File: src/rtl/fetch_ctrl.sv
// Instruction fetch controller: one request in flight to instruction memory,
// a one-entry skid buffer for decode stalls, and redirect handling.
module fetch_ctrl #(
   parameter logic [31:0] RESET_PC = 32'h0000_0000,
   parameter logic [31:0] NOP_INST = 32'h0000_0013
) (
   input  logic        clk,
   input  logic        rstd,
   input  logic        is_data_hazard,
   input  logic        is_redirect,
   input  logic [31:0] irreg_pc,
   output logic        imem_req,
   output logic [31:0] imem_addr,
   input  logic        imem_ack,
   input  logic [31:0] imem_rdata,
   output logic [31:0] FD_inst,
   output logic [31:0] FD_pc,
   output logic        FD_valid
);

   typedef enum logic [1:0] {
      IDLE  = 2'd0,
      REQ   = 2'd1,
      STALL = 2'd2,
      DROP  = 2'd3
   } state_t;

   state_t      state;
   logic [31:0] pc;
   logic [31:0] target;
   logic [31:0] buffer;
   logic [31:0] redirect_pc;
   logic [31:0] pc_seq;
   logic        unused_irreg_low;

   assign redirect_pc      = {irreg_pc[31:2], 2'b00};
   assign pc_seq           = pc + 32'd4;
   assign unused_irreg_low = &{1'b0, irreg_pc[1:0]};

   // Request and address come only from registers, so memory never sees a
   // combinational path from our inputs.
   assign imem_req  = (state == REQ) || (state == DROP);
   assign imem_addr = pc;

   // NOTE: all state is updated with non-blocking assignments so every
   // register samples the pre-edge values regardless of statement order.
   always_ff @(posedge clk) begin
      if (rstd) begin
         state    <= IDLE;
         pc       <= RESET_PC;
         target   <= 32'h0;
         buffer   <= 32'h0;
         FD_inst  <= NOP_INST;
         FD_pc    <= 32'h0;
         FD_valid <= 1'b0;
      end else begin
         case (state)
            IDLE: begin
               state <= REQ;
               if (is_redirect) begin
                  pc       <= redirect_pc;
                  FD_inst  <= NOP_INST;
                  FD_valid <= 1'b0;
               end
            end

            REQ: begin
               if (is_redirect) begin
                  FD_inst  <= NOP_INST;
                  FD_valid <= 1'b0;
                  if (imem_ack) begin
                     pc <= redirect_pc;
                  end else begin
                     // The outstanding request must finish before re-targeting.
                     target <= redirect_pc;
                     state  <= DROP;
                  end
               end else if (imem_ack) begin
                  if (is_data_hazard) begin
                     buffer <= imem_rdata;
                     state  <= STALL;
                  end else begin
                     FD_inst  <= imem_rdata;
                     FD_pc    <= pc;
                     FD_valid <= 1'b1;
                     pc       <= pc_seq;
                  end
               end else if (!is_data_hazard) begin
                  FD_inst  <= NOP_INST;
                  FD_valid <= 1'b0;
               end
            end

            STALL: begin
               if (is_redirect) begin
                  FD_inst  <= NOP_INST;
                  FD_valid <= 1'b0;
                  pc       <= redirect_pc;
                  state    <= REQ;
               end else if (!is_data_hazard) begin
                  FD_inst  <= buffer;
                  FD_pc    <= pc;
                  FD_valid <= 1'b1;
                  pc       <= pc_seq;
                  state    <= REQ;
               end
            end

            DROP: begin
               FD_inst  <= NOP_INST;
               FD_valid <= 1'b0;
               if (imem_ack) begin
                  pc    <= is_redirect ? redirect_pc : target;
                  state <= REQ;
               end else if (is_redirect) begin
                  target <= redirect_pc;
               end
            end

            default: state <= IDLE;
         endcase
      end
   end

endmodule

File: config.mk
export PLATFORM = sky130hd
export DESIGN_NAME = fetch_ctrl
export DESIGN_NICKNAME = d
export VERILOG_FILES = /design/src/rtl/fetch_ctrl.sv
export SDC_FILE = /design/constraint.sdc
export NUM_CORES = 1
export LEC_CHECK = 0
export ABC_AREA = 1
export CORE_UTILIZATION = 35
export DETAILED_ROUTE_END_ITERATION = 6
export SLEW_MARGIN = 10
export SYNTH_ARGS = -nofsm -noshare
export SYNTH_HDL_FRONTEND = slang
export SYNTH_SLANG_ARGS = --single-unit
File: constraint.sdc
create_clock -name clk -period 1.9 [get_ports clk]
set_input_delay 0.19 -clock clk [delete_from_list [all_inputs] [get_ports clk]]
set_output_delay 0.19 -clock clk [all_outputs]
set_load 0.01 [all_outputs]
==> run_summary.xml, run 1 <==
<?xml version="1.0" encoding="UTF-8"?>
<metrics>
  <group name="synthesis">
    <metric name="avgSynthCellArea" unit="um2">6.60</metric>
    <metric name="portion_of_the_post_synthesis_area_used_by_sequential_elements" unit="">0.387</metric>
    <metric name="synth_compound_area_frac" unit="">0.219</metric>
    <metric name="combinational_family_with_the_most_area_after_synthesis" unit="">simple AND/OR/NAND/NOR gates</metric>
    <metric name="synth_cell_type_count" unit="">40</metric>
    <metric name="postSynthCellCount" unit="">1279</metric>
    <metric name="post_synth_mux_area_share" unit="">0</metric>
    <metric name="adder_cell_share_of_the_synthesized_area" unit="">0.00890</metric>
    <metric name="post-synth-top-area-cell" unit="">dfxtp_1</metric>
    <metric name="synth-xor-area-share" unit="">0.00830</metric>
    <metric name="syn_nets" unit="">1354</metric>
    <metric name="synthSimpleGateAreaFrac" unit="">0.302</metric>
    <metric name="ys_top_cells_by_area" unit="">dfxtp_1 39%, nand2_1 17%, a21oi_1 10%</metric>
    <metric name="synthDominantCellAreaShare" unit="">0.387</metric>
    <metric name="synth_area" unit="um2">8440</metric>
    <metric name="synth-warning-count" unit="">0</metric>
    <metric name="flop_and_latch_count_out_of_synthesis" unit="">163</metric>
  </group>
  <group name="route">
    <metric name="vias" unit="">9035</metric>
    <metric name="first_pass_iters" unit="">5</metric>
    <metric name="detail_route.wl_per_cell" unit="um">15.1</metric>
    <metric name="final_antenna_net_count" unit="">0</metric>
    <metric name="detail_route.iter0.violations" unit="">625</metric>
    <metric name="routed_via_density" unit="">5.03</metric>
    <metric name="totalWireLength" unit="um">27200</metric>
    <metric name="drcViolationCount" unit="">0</metric>
  </group>
  <group name="die">
    <metric name="top_level_ports" unit="">167</metric>
    <metric name="die_x" unit="um">157</metric>
    <metric name="row_count" unit="">56</metric>
    <metric name="design.die.area" unit="um2">24700</metric>
    <metric name="die_h" unit="um">157</metric>
    <metric name="initial_core_util" unit="">0.358</metric>
    <metric name="design.core.area" unit="um2">23500</metric>
  </group>
  <group name="finish">
    <metric name="areaGrowthSynthToFinish" unit="%">37.0</metric>
    <metric name="fin_area" unit="um2">11600</metric>
    <metric name="layout_cell_share_with_drive_strength_beyond_1" unit="">0.125</metric>
    <metric name="postLayoutCoreUtil" unit="">0.491</metric>
    <metric name="layout.nets" unit="">1541</metric>
    <metric name="most-common-layout-cells" unit="">373 x nand2_1, 170 x a21oi_1, 162 x clkdlybuf4s50_1</metric>
    <metric name="antenna_cells" unit="">0</metric>
    <metric name="layout.cells.most_common" unit="">nand2_1</metric>
  </group>
  <group name="critical_path">
    <metric name="path_max_fanout" unit="">4</metric>
    <metric name="critical_path.endpoint_type" unit="">output port</metric>
    <metric name="critical_path.startpoint_type" unit="">flop</metric>
    <metric name="critical_path_class" unit="">flop to output port</metric>
    <metric name="worst_endpoint_data_arrival_time" unit="ns">1.64</metric>
    <metric name="critical_path.startpoint" unit="">state[1]$_SDFFE_PP0P_</metric>
    <metric name="worst-endpoint-required" unit="ns">1.71</metric>
    <metric name="worst_reg2reg_path_startpoint" unit="">state[0]$_SDFFE_PP0P_</metric>
  </group>
  <group name="pwr">
    <metric name="ir_worst_vdd" unit="mV">0.612</metric>
    <metric name="power_density" unit="nW/um2">1140</metric>
    <metric name="p_leak" unit="nW">4.49</metric>
    <metric name="power_switching_share" unit="">0.376</metric>
    <metric name="net-switching-power" unit="mW">4.96</metric>
    <metric name="cell_internal_pwr" unit="mW">8.24</metric>
    <metric name="comb_pwr_share" unit="">0.384</metric>
    <metric name="p_seq_frac" unit="">0.343</metric>
    <metric name="power.share.clock" unit="">0.272</metric>
    <metric name="report.power.total" unit="mW">13.2</metric>
  </group>
  <group name="global_routing">
    <metric name="global_route.usage.total" unit="">0.220</metric>
    <metric name="grt_pass1_vias" unit="">8260</metric>
    <metric name="grt_max_degree" unit="">66</metric>
    <metric name="initial_antenna_violation_count" unit="">0</metric>
    <metric name="gr-total-overflow" unit="">0</metric>
    <metric name="grt_first_pass_wirelength" unit="um">43000</metric>
  </group>
  <group name="sta">
    <metric name="period_needed" unit="ns">1.83</metric>
    <metric name="slew_violations" unit="">0</metric>
    <metric name="worst_pin_slew" unit="ns">0.632</metric>
    <metric name="worst_hold_slack" unit="ns">0.132</metric>
    <metric name="timing.fmax" unit="MHz">547</metric>
    <metric name="finClkSkew" unit="ns">0.0126</metric>
    <metric name="hold_viol" unit="">0</metric>
    <metric name="min_period_over_period" unit="">0.962</metric>
    <metric name="max-slew-margin-rel" unit="">0.578</metric>
    <metric name="report.final.setup_viol" unit="">0</metric>
  </group>
  <group name="clocking">
    <metric name="htree_num_levels" unit="">4</metric>
    <metric name="cts.hold.buffers_added" unit="">0</metric>
    <metric name="root_cell_of_the_clock_tree" unit="">clkbuf_16</metric>
    <metric name="tritoncts" unit="">done</metric>
    <metric name="cts_made_buffers" unit="">17</metric>
    <metric name="cts.sinks" unit="">163</metric>
    <metric name="clock_latency_on_the_worst_skew_pair" unit="ns">0.44</metric>
    <metric name="clk_pin_slew" unit="ns">0.08</metric>
    <metric name="cts-root-to-sink-buffers" unit="">2</metric>
  </group>
  <group name="place">
    <metric name="finalWeightedCongestion" unit="">0.898</metric>
    <metric name="detailed_place_hpwl" unit="um">18300</metric>
    <metric name="io_buffer_count" unit="">164</metric>
    <metric name="placed_cell_area" unit="um2">10800</metric>
  </group>
  <group name="status">
    <metric name="status" unit="">completed</metric>
  </group>
  <group name="min_path">
    <metric name="hold_path_class" unit="">input port to flop</metric>
    <metric name="hold_path.startpoint" unit="">rstd</metric>
  </group>
  <group name="run">
    <metric name="drv.max_cap_violation_count" unit="">0</metric>
  </group>
</metrics>
## power groups by stage
stage | combinational, mW | clock (mW) | sequential (mW)
floorplan | 2.44 | 0 | 4.74
global placement | 4.88 | 0 | 4.57
detailed placement | 4.92 | 0 | 4.57
CTS | 4.94 | 3.66 | 4.51
global route | 5.61 | 3.82 | 4.61
finish | 5.08 | 3.59 | 4.53
## worst paths after layout
path                            depth (start not counted)  slack [ns]                        to
worst min register to register                          2        0.46   buffer[29]$_SDFFE_PP0P_
worst max-delay path                                    6        0.07                  imem_req
worst min-delay path                                    4        0.13  FD_inst[13]$_SDFFE_PP0P_
worst max register to register                         10        0.09   target[28]$_SDFFE_PP0P_
## cell families (layout without fill, tap and decap cells)
group	after synthesis	after routing
and+or+nand+nor	620	620
AOI/OAI and AO/OA	348	348
DFF	163	163
buffers and inverters	134	334
xor gates and xnor gates	8	8
adders and majority gates	6	6
## sequential cells by signal, indices dropped and copies added, names as in the netlist
signal     count
state          2
buffer        32
target        32
FD_inst       32
FD_pc         32
FD_valid       1
imem_addr     32
## metal layers
metal	global-route usage	wire length, um
met5	0	0
met3	0.0468	1800
met1	0.295	12800
met4	0.0573	333
met2	0.358	12200
## Yosys cell counts
master,number
nand2_1,373
a21oi_1,170
dfxtp_1,163
nor2_1,161
o21ai_0,131
nand3_1,53
inv_1,42
clkbuf_1,36
buf_2,31
a31oi_1,22
inv_2,10
nor2_4,9
o21bai_1,8
nor2_2,7
ha_1,6
a21oi_2,5
clkbuf_8,5
o22ai_1,5
xor2_1,5
buf_4,4
or2_2,4
o211a_1,3
xnor2_1,3
buf_6,2
nand2_2,2
nand2_4,2
nand3_2,2
nand3b_1,2
nor3_1,2
and2_1,1
and2_2,1
buf_1,1
clkinv_1,1
dlygate4sd1_1,1
inv_8,1
nor3_4,1
o211ai_1,1
o21ai_1,1
o221ai_1,1
o221ai_2,1
## worst max-delay path, stage by stage (launching register included)
cell and delay (ns):
dfxtp_2 0.35, inv_2 0.06, ha_1 0.20, inv_2 0.11, buf_4 0.14, nand2_1 0.05
dlygate4sd2_1 0.29
## final cells by class
type	instances	area, um2
Clock buffer	17	425
Clock inverter	15	183
Fill cell	2392	12000
Inverter	54	215
Multi-Input combinational cell	982	4590
Sequential cell	163	3280
Tap cell	319	399
Timing Repair Buffer	248	2470
## what timing repair did
item	4_1_cts	5_1_grt
gates cloned	0	2
pin swaps	0	3
setup endpoints to repair	3	58
resized for setup	2	28
buffers inserted	0	3
endpoints found under the hold margin	0	0
## metrics by stage
step | worst slack (ns) | setup TNS, ns | std cells
after floorplan | 0.135 | 0 | 1279
after global placement | 0.0109 | 0 | 1761
after detailed placement | -0.0731 | -1.36 | 1761
after CTS | 0.0160 | 0 | 1793
after global routing | -0.000511 | -0.000511 | 1798
final | 0.0719 | 0 | 1798
No activity file was read; power rests on OpenSTA's default activity.
==> run 2, diff against run 1 <==
Settings changed: SETUP_SLACK_MARGIN set to 0.1.
==> run 2 against run 1 <==
- power grew 1.6%
- critical path depth is 4 higher
- clock skew increased by 0.0025 ns
- critical path type is now flop to flop
- largest cell class unchanged
==> run_summary.xml, run 2 (synthesis gave the netlist of run 1 again) <==
<?xml version="1.0" encoding="UTF-8"?>
<metrics>
  <group name="critical_path">
    <metric name="worst-endpoint-required" unit="ns">2.26</metric>
    <metric name="path_max_fanout" unit="">19</metric>
    <metric name="worstPathCellList" unit="">ha_2 &gt; inv_2 &gt; nor2_2 &gt; nor2_2 &gt; buf_4 &gt; nor2_4 &gt; buf_4 &gt; clkbuf_16 &gt; o21ai_0 &gt; a21oi_1</metric>
    <metric name="worst_endpoint_data_arrival_time" unit="ns">2.08</metric>
    <metric name="critical_path_class" unit="">flop to flop</metric>
    <metric name="critical_path.endpoint_type" unit="">flop</metric>
    <metric name="largest_stage_delay_on_the_critical_path" unit="ns">0.38</metric>
    <metric name="critical_path.startpoint_type" unit="">flop</metric>
    <metric name="timing.critical_path.slowest_stage_cell" unit="">dfxtp_2</metric>
  </group>
  <group name="finish">
    <metric name="fin_area" unit="um2">11800</metric>
    <metric name="layout.nets" unit="">1551</metric>
    <metric name="layout_cell_share_with_drive_strength_beyond_1" unit="">0.147</metric>
    <metric name="finalNonFillerCells" unit="">1808</metric>
    <metric name="layout.cells.most_common" unit="">nand2_1</metric>
    <metric name="most-common-layout-cells" unit="">370 x nand2_1, 169 x a21oi_1, 162 x clkdlybuf4s50_1</metric>
    <metric name="postLayoutCoreUtil" unit="">0.500</metric>
    <metric name="areaGrowthSynthToFinish" unit="%">39.6</metric>
    <metric name="antenna_cells" unit="">0</metric>
  </group>
  <group name="pwr">
    <metric name="report.power.total" unit="mW">13.4</metric>
    <metric name="p_leak" unit="nW">4.57</metric>
    <metric name="ir_worst_vdd" unit="mV">0.614</metric>
    <metric name="comb_pwr_share" unit="">0.391</metric>
    <metric name="net-switching-power" unit="mW">5.05</metric>
    <metric name="cell_internal_pwr" unit="mW">8.36</metric>
    <metric name="power_density" unit="nW/um2">1140</metric>
    <metric name="power_switching_share" unit="">0.376</metric>
    <metric name="power.share.clock" unit="">0.269</metric>
    <metric name="p_seq_frac" unit="">0.340</metric>
  </group>
  <group name="sta">
    <metric name="worst_pin_slew" unit="ns">0.643</metric>
    <metric name="rsz_0062_raised_after_global_routing" unit="">yes</metric>
    <metric name="report.final.setup_viol" unit="">0</metric>
    <metric name="fin_setup_tns" unit="ns">0</metric>
    <metric name="timing.fmax" unit="MHz">582</metric>
    <metric name="timing.final.ws_setup" unit="ns">0.182</metric>
    <metric name="period_needed" unit="ns">1.72</metric>
    <metric name="hold_viol" unit="">0</metric>
    <metric name="finClkSkew" unit="ns">0.0151</metric>
    <metric name="slew_violations" unit="">0</metric>
    <metric name="min_period_over_period" unit="">0.904</metric>
    <metric name="worst_hold_slack" unit="ns">0.130</metric>
    <metric name="max-slew-margin-rel" unit="">0.572</metric>
  </group>
  <group name="route">
    <metric name="final_antenna_net_count" unit="">0</metric>
    <metric name="detail_route.iter0.violations" unit="">648</metric>
    <metric name="routed_via_density" unit="">5.00</metric>
    <metric name="first_pass_iters" unit="">5</metric>
    <metric name="vias" unit="">9044</metric>
    <metric name="drcViolationCount" unit="">0</metric>
    <metric name="totalWireLength" unit="um">27700</metric>
    <metric name="detail_route.wl_per_cell" unit="um">15.3</metric>
  </group>
  <group name="place">
    <metric name="dp_worst_setup_slack" unit="ns">-0.0731</metric>
    <metric name="detailed_place_hpwl" unit="um">18300</metric>
    <metric name="placed_cell_area" unit="um2">10800</metric>
    <metric name="io_buffer_count" unit="">164</metric>
    <metric name="finalWeightedCongestion" unit="">0.898</metric>
    <metric name="dp.cells" unit="">1761</metric>
  </group>
  <group name="clocking">
    <metric name="cts-root-to-sink-buffers" unit="">2</metric>
    <metric name="clk_pin_slew" unit="ns">0.08</metric>
    <metric name="root_cell_of_the_clock_tree" unit="">clkbuf_16</metric>
    <metric name="cts_made_buffers" unit="">17</metric>
    <metric name="cts.sinks" unit="">163</metric>
    <metric name="htree_num_levels" unit="">4</metric>
    <metric name="tritoncts" unit="">done</metric>
    <metric name="clock_latency_on_the_worst_skew_pair" unit="ns">0.44</metric>
    <metric name="cts.hold.buffers_added" unit="">0</metric>
  </group>
  <group name="global_routing">
    <metric name="gr-total-overflow" unit="">0</metric>
    <metric name="grt_max_degree" unit="">66</metric>
    <metric name="grt_first_pass_wirelength" unit="um">43000</metric>
    <metric name="initial_antenna_violation_count" unit="">0</metric>
    <metric name="grt_pass1_vias" unit="">8259</metric>
    <metric name="global_route.usage.total" unit="">0.220</metric>
  </group>
  <group name="die">
    <metric name="initial_core_util" unit="">0.358</metric>
    <metric name="die_x" unit="um">157</metric>
    <metric name="design.die.area" unit="um2">24700</metric>
    <metric name="top_level_ports" unit="">167</metric>
    <metric name="die_h" unit="um">157</metric>
    <metric name="design.core.area" unit="um2">23500</metric>
    <metric name="row_count" unit="">56</metric>
  </group>
  <group name="run">
    <metric name="drv.max_cap_violation_count" unit="">0</metric>
  </group>
  <group name="status">
    <metric name="status" unit="">completed</metric>
  </group>
  <group name="min_path">
    <metric name="hold_path_class" unit="">input port to flop</metric>
  </group>
</metrics>
-- run 2: cell count changes in the layout (fill, tap and decap cells not counted), sizes merged --
cell / previous run / this run
dlygate4sd2: 1 / 0
clkbuf: 19 / 22
buf: 83 / 91
-- run 2: per-layer routing --
metal  GRT usage  wire, um  up-vias
li1            -         -     4603
met1       0.294     13000     4136
met2       0.358     12600      277
met3      0.0468      1760       28
met4      0.0573       337        0
met5           0         0        -
-- run 2: worst paths after layout --
kind	slack [ns]	startpoint	endpoint	cells past startpoint
worst max-delay path	0.18	state[0]$_SDFFE_PP0P_	target[28]$_SDFFE_PP0P_	10
worst min-delay path	0.13	rstd	FD_inst[13]$_SDFFE_PP0P_	4
worst max register to register	0.18	state[0]$_SDFFE_PP0P_	target[28]$_SDFFE_PP0P_	10
worst min register to register	0.46	buffer[15]$_SDFFE_PP0P_	buffer[15]$_SDFFE_PP0P_	2
-- run 2: cell type report --
class / instances / area [um2]
clock inverters: 15 / 183
multi-input cells: 982 / 4650
well taps: 319 / 399
fillers: 2375 / 11800
clock buffers: 17 / 425
flip-flops and latches: 163 / 3300
inverters: 54 / 218
repair buffers: 258 / 2610
-- run 2: repair_timing --
item | 4_1_cts | 5_1_grt
pin swaps | 0 | 12
hold endpoints to repair | 0 | 0
resized for setup | 5 | 65
endpoints found under the setup margin | 15 | 135
cloned | 0 | 4
setup buffers | 0 | 11
-- run 2: worst max-delay path, delay by kind of cell, from the launching register on --
| family | cells | cell delay [ns] |
|---|---|---|
| AO/OA/AOI/OAI | 2 | 0.21 |
| adder cells (fa/ha/maj) | 1 | 0.22 |
| buffers and inverters | 4 | 0.55 |
| flip-flops | 1 | 0.38 |
| AND/OR/NAND/NOR | 3 | 0.29 |
-- run 2: power groups by stage --
stage	combinational, mW	sequential, mW	clock (mW)
2_1_floorplan	2.44	4.74	0
3_3_place_gp	4.88	4.57	0
3_5_place_dp	4.92	4.57	0
4_1_cts	4.94	4.51	3.66
5_1_grt	5.78	4.64	3.83
6_report	5.24	4.56	3.60
